**config.mk**
```make
export PLATFORM = sky130hd
export DESIGN_NAME = snake_body_ctrl
export DESIGN_NICKNAME = d
export VERILOG_FILES = /design/src/rtl/snake_body_ctrl.sv
export SDC_FILE = /design/constraint.sdc
export NUM_CORES = 1
export LEC_CHECK = 0
export CORE_MARGIN = 1.5
export CORE_UTILIZATION = 25
export CTS_CLUSTER_SIZE = 25
export DETAILED_ROUTE_END_ITERATION = 6
export PLACE_DENSITY = 0.36
export SETUP_SLACK_MARGIN = 0.15
export SLEW_MARGIN = 10
export SYNTH_ARGS = -nofsm -noshare
export SYNTH_HDL_FRONTEND = slang
export SYNTH_SLANG_ARGS = --single-unit
```
**constraint.sdc**
```tcl
create_clock -name clk -period 18 [get_ports clk]
set_input_delay 2.7 -clock clk [delete_from_list [all_inputs] [get_ports clk]]
set_output_delay 2.7 -clock clk [all_outputs]
set_load 0.02 [all_outputs]
```
**src/rtl/snake_body_ctrl.sv**
```systemverilog
`timescale 1ns/1ps
// snake_body_ctrl: snake segment list with a move/grow/collide FSM and a registered pixel classifier.
// Define SNAKE_WRAP_EN for a wrap-around playfield with no walls, where only self collision kills.
module snake_body_ctrl #(
    parameter int MAX_LEN  = 16,
    parameter int INIT_LEN = 3,
    parameter int GRID_W   = 30,
    parameter int GRID_H   = 17
) (
    input  logic        clk,
    input  logic        rst,
    input  logic        start,
    input  logic        move_tick,
    input  logic [1:0]  dir,
    input  logic [5:0]  apple_x,
    input  logic [4:0]  apple_y,
    input  logic [11:0] x_pos,
    input  logic [11:0] y_pos,
    output logic [1:0]  snake,
    output logic        eat,
    output logic        dead,
    output logic [4:0]  len,
    output logic [5:0]  head_x,
    output logic [4:0]  head_y
);
`ifdef SNAKE_WRAP_EN
    localparam bit WRAP_EN = 1'b1;
`else
    localparam bit WRAP_EN = 1'b0;
`endif
    localparam logic [1:0]  DIR_UP    = 2'b00;
    localparam logic [1:0]  DIR_DOWN  = 2'b01;
    localparam logic [1:0]  DIR_LEFT  = 2'b10;
    localparam logic [1:0]  DIR_RIGHT = 2'b11;
    localparam logic [1:0]  CLS_NONE  = 2'b00;
    localparam logic [1:0]  CLS_HEAD  = 2'b01;
    localparam logic [1:0]  CLS_BODY  = 2'b10;
    localparam logic [1:0]  CLS_WALL  = 2'b11;
    localparam logic [5:0]  X_LAST    = 6'(GRID_W - 1);
    localparam logic [4:0]  Y_LAST    = 5'(GRID_H - 1);
    localparam logic [4:0]  LEN_INIT  = 5'(INIT_LEN);
    localparam logic [4:0]  LEN_MAX   = 5'(MAX_LEN);
    localparam logic [11:0] PIX_W     = 12'(GRID_W * 16);
    localparam logic [11:0] PIX_H     = 12'(GRID_H * 16);

    typedef enum logic [1:0] {IDLE, RUN, DEAD} state_t;

    state_t     state_q, state_d;
    logic [5:0] seg_x_q [MAX_LEN];
    logic [5:0] seg_x_d [MAX_LEN];
    logic [4:0] seg_y_q [MAX_LEN];
    logic [4:0] seg_y_d [MAX_LEN];
    logic [4:0] len_q, len_d;
    logic [1:0] cur_dir_q, cur_dir_d;
    logic       eat_q, eat_d;
    logic       dead_q, dead_d;
    logic [1:0] snake_q, snake_d;

    logic [1:0] new_dir;
    logic [5:0] next_x;
    logic [4:0] next_y;
    logic       grow;
    logic       hit_wall;
    logic       hit_self;
    logic [5:0] cell_x;
    logic [4:0] cell_y;

    function automatic logic is_border(input logic [5:0] cx, input logic [4:0] cy);
        return (cx == 6'd0) || (cx == X_LAST) || (cy == 5'd0) || (cy == Y_LAST);
    endfunction

    function automatic logic [5:0] init_x(input int i);
        return (i < INIT_LEN) ? 6'(8 - i) : 6'd0;
    endfunction

    function automatic logic [4:0] init_y(input int i);
        return (i < INIT_LEN) ? 5'd8 : 5'd0;
    endfunction

    // The tail vacates its cell on a plain move, so it only blocks the head when growing.
    always_comb begin
        new_dir = (dir == (cur_dir_q ^ 2'b01)) ? cur_dir_q : dir;
        next_x  = seg_x_q[0];
        next_y  = seg_y_q[0];
        case (new_dir)
            DIR_UP:    next_y = (WRAP_EN && seg_y_q[0] == 5'd0)   ? Y_LAST : seg_y_q[0] - 5'd1;
            DIR_DOWN:  next_y = (WRAP_EN && seg_y_q[0] == Y_LAST) ? 5'd0   : seg_y_q[0] + 5'd1;
            DIR_LEFT:  next_x = (WRAP_EN && seg_x_q[0] == 6'd0)   ? X_LAST : seg_x_q[0] - 6'd1;
            default:   next_x = (WRAP_EN && seg_x_q[0] == X_LAST) ? 6'd0   : seg_x_q[0] + 6'd1;
        endcase
        grow     = (next_x == apple_x) && (next_y == apple_y);
        hit_wall = !WRAP_EN && is_border(next_x, next_y);
        hit_self = 1'b0;
        for (int i = 0; i < MAX_LEN; i++) begin
            if (((5'(i) + 5'd1 < len_q) || (grow && (5'(i) + 5'd1 == len_q))) &&
                (seg_x_q[i] == next_x) && (seg_y_q[i] == next_y)) begin
                hit_self = 1'b1;
            end
        end
    end

    always_comb begin
        state_d   = state_q;
        seg_x_d   = seg_x_q;
        seg_y_d   = seg_y_q;
        len_d     = len_q;
        cur_dir_d = cur_dir_q;
        eat_d     = 1'b0;
        dead_d    = dead_q;
        if (start) begin
            state_d   = RUN;
            dead_d    = 1'b0;
            len_d     = LEN_INIT;
            cur_dir_d = DIR_RIGHT;
            for (int i = 0; i < MAX_LEN; i++) begin
                seg_x_d[i] = init_x(i);
                seg_y_d[i] = init_y(i);
            end
        end else if (state_q == RUN && move_tick) begin
            if (hit_wall || hit_self) begin
                state_d = DEAD;
                dead_d  = 1'b1;
            end else begin
                for (int i = 1; i < MAX_LEN; i++) begin
                    seg_x_d[i] = seg_x_q[i-1];
                    seg_y_d[i] = seg_y_q[i-1];
                end
                seg_x_d[0] = next_x;
                seg_y_d[0] = next_y;
                cur_dir_d  = new_dir;
                eat_d      = grow;
                if (grow && len_q < LEN_MAX) begin
                    len_d = len_q + 5'd1;
                end
            end
        end
    end

    // Lookup runs against the registered (pre-move) segments.
    always_comb begin
        cell_x  = x_pos[9:4];
        cell_y  = y_pos[8:4];
        snake_d = CLS_NONE;
        if (x_pos < PIX_W && y_pos < PIX_H) begin
            if (!WRAP_EN && is_border(cell_x, cell_y)) begin
                snake_d = CLS_WALL;
            end else if (cell_x == seg_x_q[0] && cell_y == seg_y_q[0]) begin
                snake_d = CLS_HEAD;
            end else begin
                for (int i = 1; i < MAX_LEN; i++) begin
                    if (5'(i) < len_q && cell_x == seg_x_q[i] && cell_y == seg_y_q[i]) begin
                        snake_d = CLS_BODY;
                    end
                end
            end
        end
    end

    always_ff @(posedge clk or posedge rst) begin
        if (rst) begin
            state_q   <= IDLE;
            len_q     <= LEN_INIT;
            cur_dir_q <= DIR_RIGHT;
            eat_q     <= 1'b0;
            dead_q    <= 1'b0;
            snake_q   <= CLS_NONE;
            for (int i = 0; i < MAX_LEN; i++) begin
                seg_x_q[i] <= init_x(i);
                seg_y_q[i] <= init_y(i);
            end
        end else begin
            state_q   <= state_d;
            len_q     <= len_d;
            cur_dir_q <= cur_dir_d;
            eat_q     <= eat_d;
            dead_q    <= dead_d;
            snake_q   <= snake_d;
            seg_x_q   <= seg_x_d;
            seg_y_q   <= seg_y_d;
        end
    end

    assign snake  = snake_q;
    assign eat    = eat_q;
    assign dead   = dead_q;
    assign len    = len_q;
    assign head_x = seg_x_q[0];
    assign head_y = seg_y_q[0];

endmodule

```
==> reports/qor.log, run 1 <==
[setup_path] capturing element type of the critical path flip-flop
[setup_path] R2R Setup Slk 10.28 ns
[floorplanning] standard-cell row count 88
[global_route] wire length of the first global-routing pass 94000 um
[cells_and_area] area overhead of the layout relative to synthesis 11.2%
[clock_network] H-tree levels 4
[logic_synthesis] Yosys warning count 0
[logic_synthesis] dominant combinational cell family by area after synthesis XOR/XNOR gates
[timing] Period Utilization, post-route 55.0%
[logic_synthesis] share of synthesized flip-flops with an asynchronous set or reset 100%
[route] DR vias/cell 5.27
[floorplanning] total core area 58000 um2
[flow_run] number of max-capacitance violations reported 0
[placed_design] global placer's final weighted congestion 0.853
[logic_synthesis] area fraction of the dominant cell type after synthesis 29.7%
[global_route] final global-route overflow total 0
[timing] number of endpoints with negative hold slack in the final report 0
[placed_design] Port Buffers 52
[clock_network] count of cells resized by post-cts repair 0
[setup_path] family with the most delay on the worst path compound AO/OA/AOI/OAI gates
[logic_synthesis] portion of netlist area occupied by mux cells 5.79%
[power_and_ir_drop] peak supply drop 0.0838 mV
[logic_synthesis] simple logic cell fraction of the synthesized area 17.7%
[global_route] total routing resource utilization after global routing 21.7%
[logic_synthesis] area share of fa/ha/maj cells after synthesis 1.12%
[cells_and_area] final net count 1714
[clock_network] cell at the root of the clock tree sky130_fd_sc_hd__clkbuf_16
[timing] setup repair after global routing missed its margin no
[logic_synthesis] number of register bits inferred by synthesis 188
[route] antenna violation net count after detailed routing 0
[logic_synthesis] Synth Net Count 1759
[timing] transition time of the tightest slew-check pin 0.953 ns
[clock_network] count of hold buffers inserted by post-cts repair 0
[floorplanning] die outline area 60500 um2
[route] DRC 0
[cells_and_area] ANT cells 0
[logic_synthesis] top area cells in the synthesized netlist sky130_fd_sc_hd__dfrtp_1, sky130_fd_sc_hd__xnor2_1, sky130_fd_sc_hd__xor2_1, sky130_fd_sc_hd__mux2i_1, sky130_fd_sc_hd__nand3_1
[route] number of vias in the routed layout 12863
[timing] Fmax achieved 101 MHz
[setup_path] required time worst endpoint 18.39 ns
[setup_path] highest-delay cell along the critical path sky130_fd_sc_hd__and4_4
[timing] Min Hold Slack 0.503 ns
[floorplanning] Initial Utilization 25.4%
[placed_design] half-perimeter wire length after placement 43900 um
[setup_path] data arrival time of the critical path 10.29 ns
[route] post-DR wirelength/cell 26.6 um
[timing] maximum clock skew at final layout 0.0127 ns
[route] first drt pass iteration count 6
[logic_synthesis] post-synthesis xor/xnor area fraction 23.7%
[logic_synthesis] cell area after synthesis 14700 um2
[timing] setup TNS after final layout 0 ns
[clock_network] TritonCTS clock tree built
[clock_network] clock tree sinks 188
[logic_synthesis] share of the synthesized area in compound gates (AO/OA/AOI/OAI) 14.0%
[floorplanning] width of the die 246 um
[route] count of routing violations after the opening detailed-route iteration 1032
[logic_synthesis] post-synthesis cell type with the largest combined area sky130_fd_sc_hd__dfrtp_1
[cells_and_area] proportion of layout cells with a drive suffix above 1 7.71%
[setup_path] highest fanout seen on the critical path 67
[timing] max-slew violation count 0
[global_route] via count of the first global-routing pass 12920
[floorplanning] die span in y 246 um
[logic_synthesis] count of flip-flops with a built-in enable after synthesis 0
[floorplanning] count of boundary I/O pins 61
[run_status] outcome finished, final reports clean
[logic_synthesis] number of instances in the synthesized netlist 1706
[logic_synthesis] Distinct cells, synth 86
[global_route] initial antenna violation count 0
[clock_network] buffers inserted by post-CTS timing repair 0
[power_and_ir_drop] leakage power total 6.25 nW
[timing] number of failing setup endpoints in the final timing report 0
[cells_and_area] Fillers 6167
[clock_network] insertion delay to the later sink of the worst-skew pair 0.51 ns
[power_and_ir_drop] P per Cell Area 87.6 nW/um2
[setup_path] biggest cell delay along the critical path 0.99 ns
[route] final WL 64800 um
[setup_path] cell breakdown of the critical path clkdlybuf4s50_1 -> mux2_2 -> nor2_1 -> ha_1 -> a21oi_1 -> o21a_1 -> nor2_1 -> o31ai_2 -> buf_4 -> xor2_1 -> nor3_1 -> a222oi_1 -> and4_4 -> buf_4 -> nand3_1 -> mux2_2
[logic_synthesis] fraction of the yosys area taken by sequential cells 32.0%
[clock_network] Num CTS Buffers 17
[setup_path] kind of start point of the critical path input pin
[timing] Slew Limit Headroom 35.7%
[clock_network] post-CTS clock slew at the launch and capture registers of the worst setup and hold paths 0.08 ns
[global_route] pin count of the biggest net entering global routing 76
[setup_path] number of buffer and inverter instances along the worst setup path 3
[clock_network] number of buffers between clock root and the deepest sink 2
[setup_path] startpoint-to-endpoint class of the critical path input pin to flip-flop
[logic_synthesis] mean instance size in the synthesized netlist 8.64 um2
[hold_path] type of the worst min-delay path flip-flop to flip-flop
[logic_synthesis] most frequently used flop master after synthesis sky130_fd_sc_hd__dfrtp_1
[timing] crit path time final 9.89 ns
## flip-flops by register name, summed over array words and instances, names as in the netlist
register	count
eat	1
seg_x_q	90
head_x	6
cur_dir_q	2
snake	2
state_q	2
seg_y_q	75
head_y	5
len	5
## layer usage
| layer | global-route usage [%] | routed length [um] |
|---|---|---|
| met3 | 3.44 | 2710 |
| met4 | 5.21 | 1050 |
| met2 | 36.1 | 31200 |
| met5 | 0 | 0 |
| met1 | 29.3 | 29900 |
## final cells by class
type | instances | area [um2] | area share, %
Inverter | 18 | 75.1 | 0.458
Timing Repair Buffer | 97 | 848 | 5.17
Multi-Input combinational cell | 1339 | 9230 | 56.3
Tap cell | 765 | 957 | 5.83
Clock inverter | 12 | 114 | 0.694
Sequential cell | 188 | 4720 | 28.8
Clock buffer | 20 | 457 | 2.78
## path summary, 6_finish.rpt
| path | from | end | cells past startpoint |
|---|---|---|---|
| min in group asynchronous | rst | head_y[2] | 2 |
| max reg2reg | cur_dir_q[1] | head_x[0] | 15 |
| max | dir[0] | head_x[0] | 16 |
| max in group asynchronous | rst | seg_x_q[12] | 3 |
| min reg2reg | state_q[0] | state_q[0] | 1 |
| min | state_q[0] | state_q[0] | 1 |
## stage by stage
| stage | util (%) | area (um2) | power, mW | cells | worst slack [ns] |
|---|---|---|---|---|---|
| after floorplan | - | 14700 | 0.857 | 1706 | 10.21 |
| after global placement | 27.3 | 15800 | 1.05 | 2407 | 7.76 |
| after detailed placement | 27.3 | 15800 | 1.05 | 2407 | 7.71 |
| after CTS | 28.3 | 16400 | 1.45 | 2439 | 8.24 |
| after global routing | 28.3 | 16400 | 1.50 | 2439 | 7.81 |
| final | 28.3 | 16400 | 1.44 | 2439 | 8.11 |
## where the power goes
part           internal, mW  switching (mW)
clock                 0.199           0.199
combinational         0.190           0.388
sequential            0.437          0.0239
## placed cells by master, fill, tap and decap left out, types with 5 or more instances in the layout
cell	Yosys	layout
sky130_fd_sc_hd__and4_1	8	6
sky130_fd_sc_hd__a211oi_1	12	11
sky130_fd_sc_hd__nand2b_1	10	10
sky130_fd_sc_hd__o31ai_1	6	5
sky130_fd_sc_hd__a31oi_1	28	28
sky130_fd_sc_hd__inv_1	15	14
sky130_fd_sc_hd__clkdlybuf4s50_1	0	49
sky130_fd_sc_hd__xnor2_1	226	226
sky130_fd_sc_hd__nor4_1	48	48
sky130_fd_sc_hd__ha_1	10	10
sky130_fd_sc_hd__nand2_1	100	100
sky130_fd_sc_hd__nand3_1	141	141
sky130_fd_sc_hd__nor2_1	62	62
sky130_fd_sc_hd__o21ai_0	118	118
sky130_fd_sc_hd__a21o_1	6	6
sky130_fd_sc_hd__clkbuf_16	0	17
sky130_fd_sc_hd__mux2i_1	75	75
sky130_fd_sc_hd__nor2b_1	10	10
sky130_fd_sc_hd__dfrtp_1	175	175
sky130_fd_sc_hd__nor3_1	40	39
sky130_fd_sc_hd__or3_1	5	5
sky130_fd_sc_hd__xor2_1	152	152
sky130_fd_sc_hd__or2_2	6	6
sky130_fd_sc_hd__and3_1	5	5
sky130_fd_sc_hd__o2111ai_1	8	8
sky130_fd_sc_hd__nand4_1	42	42
sky130_fd_sc_hd__or4_1	5	5
sky130_fd_sc_hd__a21oi_1	128	128
sky130_fd_sc_hd__dfstp_2	13	13
sky130_fd_sc_hd__buf_4	26	47
## synth_stat cells, drive strengths merged, types with 4 or more instances
library cell / instances
nand2: 101
and4: 8
nor4b: 4
or2: 6
o31ai: 6
xnor2: 229
xnor3: 4
dfrtp: 175
ha: 10
nand3: 141
nand2b: 10
o21ai: 123
inv: 17
o211ai: 4
mux2i: 78
or3: 5
a211oi: 13
o2111ai: 8
nor2: 65
or4: 5
nor3: 40
dfstp: 13
a31oi: 28
clkbuf: 85
nor4: 49
a21oi: 128
xor2: 153
buf: 76
mux2: 4
nor2b: 10
nand4: 43
and3: 5
a21o: 6
## logic make-up (layout without fill, tap and decap cells)
kind of cell	count (synthesis)	in the layout
AO/OA/AOI/OAI	353	353
adder cells (fa/ha/maj)	12	12
flip-flops	188	188
buffers and inverters	179	147
multiplexers	82	82
AND/OR/NAND/NOR	506	506
XOR/XNOR	386	386
Note: power is estimated with default switching activity, not from simulation.
==> run 2, diff against run 1 <==
--- a/config.mk
+++ b/config.mk
@@ -9,7 +9,7 @@
 export CORE_UTILIZATION = 25
 export CTS_CLUSTER_SIZE = 25
 export DETAILED_ROUTE_END_ITERATION = 6
-export PLACE_DENSITY = 0.36
+export PLACE_DENSITY = 0.37
 export SETUP_SLACK_MARGIN = 0.15
 export SLEW_MARGIN = 10
 export SYNTH_ARGS = -nofsm -noshare
==> constraint.sdc (replaced) <==
create_clock -name clk -period 8 [get_ports clk]
set_input_delay 1.2 -clock clk [delete_from_list [all_inputs] [get_ports clk]]
set_output_delay 1.2 -clock clk [all_outputs]
set_load 0.02 [all_outputs]
==> run 2 against run 1 <==
Global-route usage is 0.17 points higher. Die area unchanged. Combinational power grew 140%. Sequential power rose by 130%. First-iteration DRC count up 0.87%. Clock skew up 0.0047 ns. Critical path type unchanged. Critical endpoint is now seg_x_q[80]. Largest cell class unchanged. Largest power group unchanged.
==> reports/qor.log, run 2 (synthesis results as in run 1) <==
[run_status] outcome finished, final reports clean
[clock_network] buffers inserted by post-CTS timing repair 0 [unchanged]
[global_route] initial antenna violation count 0 [unchanged]
[cells_and_area] ANT cells 0 [unchanged]
[timing] setup TNS after final layout 0 ns [unchanged]
[timing] number of endpoints with negative hold slack in the final report 0 [unchanged]
[cells_and_area] final net count 1744 [+1.8%]
[route] number of vias in the routed layout 13051 [+1.5%]
[cells_and_area] Fillers 6157 [-0.16%]
[route] DRC 0 [unchanged]
[setup_path] startpoint of the lowest-slack register-to-register path cur_dir_q[1]
[route] post-DR wirelength/cell 26.3 um [-1.0%]
[floorplanning] count of boundary I/O pins 61 [unchanged]
[setup_path] capturing element type of the critical path flip-flop
[global_route] pin count of the biggest net entering global routing 83 [+9.2%]
[global_route] total routing resource utilization after global routing 21.9% [+0.17 points]
[setup_path] Critical Path Start dir[0]
[clock_network] clock tree sinks 188 [unchanged]
[floorplanning] standard-cell row count 88 [unchanged]
[clock_network] H-tree levels 4 [unchanged]
[cells_and_area] leading cell type in the layout, fill and taps excluded sky130_fd_sc_hd__xnor2_1
[global_route] wire length of the first global-routing pass 95000 um [+1.0%]
[clock_network] Num CTS Buffers 17 [unchanged]
[flow_run] number of max-capacitance violations reported 0 [unchanged]
[floorplanning] die span in y 246 um [unchanged]
[power_and_ir_drop] leakage power total 6.45 nW [+3.2%]
[placed_design] pre-CTS setup slack 0.628 ns [-7.08 ns]
[route] final WL 65000 um [+0.20%]
[placed_design] Cells after DPL 2437 [+1.2%]
[timing] Period Utilization, post-route 86.2%
[setup_path] startpoint-to-endpoint class of the critical path input pin to flip-flop
[clock_network] count of hold buffers inserted by post-cts repair 0 [unchanged]
[floorplanning] die outline area 60500 um2 [unchanged]
[cells_and_area] commonest non-fill, non-tap cells in the layout sky130_fd_sc_hd__xnor2_1, sky130_fd_sc_hd__dfrtp_1, sky130_fd_sc_hd__xor2_1, sky130_fd_sc_hd__nand3_1, sky130_fd_sc_hd__a21oi_1
[cells_and_area] area overhead of the layout relative to synthesis 13.6%
[setup_path] highest fanout seen on the critical path 17 [-75%]
[route] DR vias/cell 5.29 [+0.23%]
[timing] setup repair after global routing missed its margin no
[clock_network] post-CTS clock slew at the launch and capture registers of the worst setup and hold paths 0.08 ns [about the same]
[route] count of routing violations after the opening detailed-route iteration 1041 [+0.87%]
[route] first drt pass iteration count 5 [-1]
[placed_design] global placer's final weighted congestion 0.926 [+8.6%]
[clock_network] insertion delay to the later sink of the worst-skew pair 0.51 ns [about the same]
[timing] number of failing setup endpoints in the final timing report 0 [unchanged]
[power_and_ir_drop] peak supply drop 0.173 mV [+110%]
[power_and_ir_drop] P per Cell Area 197 nW/um2 [+130%]
[placed_design] Port Buffers 52 [unchanged]
[timing] crit path time final 6.90 ns
[clock_network] cell at the root of the clock tree sky130_fd_sc_hd__clkbuf_16
[clock_network] count of cells resized by post-cts repair 0 [unchanged]
[setup_path] endpoint of the worst setup timing path seg_x_q[80]
[placed_design] half-perimeter wire length after placement 46000 um [+4.8%]
[clock_network] TritonCTS clock tree built
[global_route] via count of the first global-routing pass 12880 [-0.31%]
[floorplanning] total core area 58000 um2 [unchanged]
[cells_and_area] max FFs per register 90 [unchanged]
[timing] Slew Limit Headroom 19.3% [-16 points]
[timing] maximum clock skew at final layout 0.0174 ns [+0.00469 ns]
[cells_and_area] most flop-heavy register seg_x_q
[cells_and_area] non-filler cells, final 2469 [+1.2%]
[floorplanning] Initial Utilization 25.4% [unchanged]
[route] antenna violation net count after detailed routing 0 [unchanged]
[timing] final setup slack of the worst path 1.10 ns [-7.01 ns]
[setup_path] required time worst endpoint 8.43 ns [-9.96 ns]
[setup_path] R2R Setup Slk 1.76 ns [-8.52 ns]
[setup_path] kind of start point of the critical path input pin
[setup_path] worst reg2reg endpoint seg_x_q[80]
[timing] Fmax achieved 145 MHz
[clock_network] number of buffers between clock root and the deepest sink 2 [unchanged]
[floorplanning] width of the die 246 um [unchanged]
[setup_path] data arrival time of the critical path 7.33 ns [-2.96 ns]
[hold_path] type of the worst min-delay path flip-flop to flip-flop
[timing] transition time of the tightest slew-check pin 1.20 ns [+0.247 ns]
[timing] max-slew violation count 0 [unchanged]
[cells_and_area] fraction of the core area covered by cells at the end of the flow 28.9% [+0.60 points]
[cells_and_area] proportion of layout cells with a drive suffix above 1 9.33% [+1.6 points]
[global_route] final global-route overflow total 0 [unchanged]
[setup_path] depth of the worst register-to-register path 15 [unchanged]
-- run 2: cell count changes in the layout (fill, tap and decap cells not counted), sizes merged --
cell	before	now
buf	48	79
clkinvlp	3	1
inv	20	21
clkinv	6	7
clkdlybuf4s50	49	48
-- run 2: through the flow --
step	hold slack (ns)	total power, mW	area (um2)
2_1_floorplan	0.464	1.93	14700
3_3_place_gp	0.477	2.44	16200
3_5_place_dp	0.488	2.44	16200
4_1_cts	0.506	3.33	16800
5_1_grt	0.538	3.46	16800
6_report	0.506	3.30	16800
-- run 2: where the power goes --
group | switching, mW | internal, mW | leakage [nW] | total (mW)
logic | 0.880 | 0.503 | 3.60 | 1.38
registers | 0.0554 | 0.984 | 2.57 | 1.04
clock network | 0.442 | 0.440 | 0.277 | 0.882
-- run 2: worst min path at each step --
stage | endpoint | startpoint | depth (start not counted)
after floorplan | state_q[0] | state_q[0] | 1
after global placement | state_q[0] | state_q[0] | 1
after detailed placement | state_q[0] | state_q[0] | 1
after CTS | state_q[0] | state_q[0] | 1
after global routing | state_q[0] | state_q[0] | 1
final | state_q[0] | state_q[0] | 1
-- run 2: area by class of cell --
class / count / area, um2 / area share, %
Clock buffer: 20 / 447 / 2.67
Clock inverter: 12 / 113 / 0.672
Inverter: 18 / 75.1 / 0.448
Multi-Input combinational cell: 1339 / 9230 / 55.1
Sequential cell: 188 / 4720 / 28.2
Tap cell: 765 / 957 / 5.71
Timing Repair Buffer: 127 / 1210 / 7.20
-- run 2: metal layers --
layer | global-route usage [%] | share of wire [%]
met5 | 0 | 0
met4 | 9.64 | 3.9
met3 | 2.97 | 3.8
met2 | 34.7 | 47
met1 | 29.5 | 45
-- run 2: worst max-delay path, cell delays in order --
cell                              delay [ns]
sky130_fd_sc_hd__clkdlybuf4s50_1        0.64
sky130_fd_sc_hd__mux2_2                 0.42
sky130_fd_sc_hd__nor2_1                 0.36
sky130_fd_sc_hd__ha_1                   0.43
sky130_fd_sc_hd__o211ai_1               0.48
sky130_fd_sc_hd__o21a_1                 0.41
sky130_fd_sc_hd__nor2_1                 0.14
sky130_fd_sc_hd__o31ai_2                0.37
sky130_fd_sc_hd__buf_4                  0.28
sky130_fd_sc_hd__xor2_1                 0.17
sky130_fd_sc_hd__nor3_1                 0.10
sky130_fd_sc_hd__a222oi_1               0.67
sky130_fd_sc_hd__nand4_4                0.59
sky130_fd_sc_hd__nor2_4                 0.45
sky130_fd_sc_hd__buf_4                  0.34
sky130_fd_sc_hd__mux2i_1                0.23
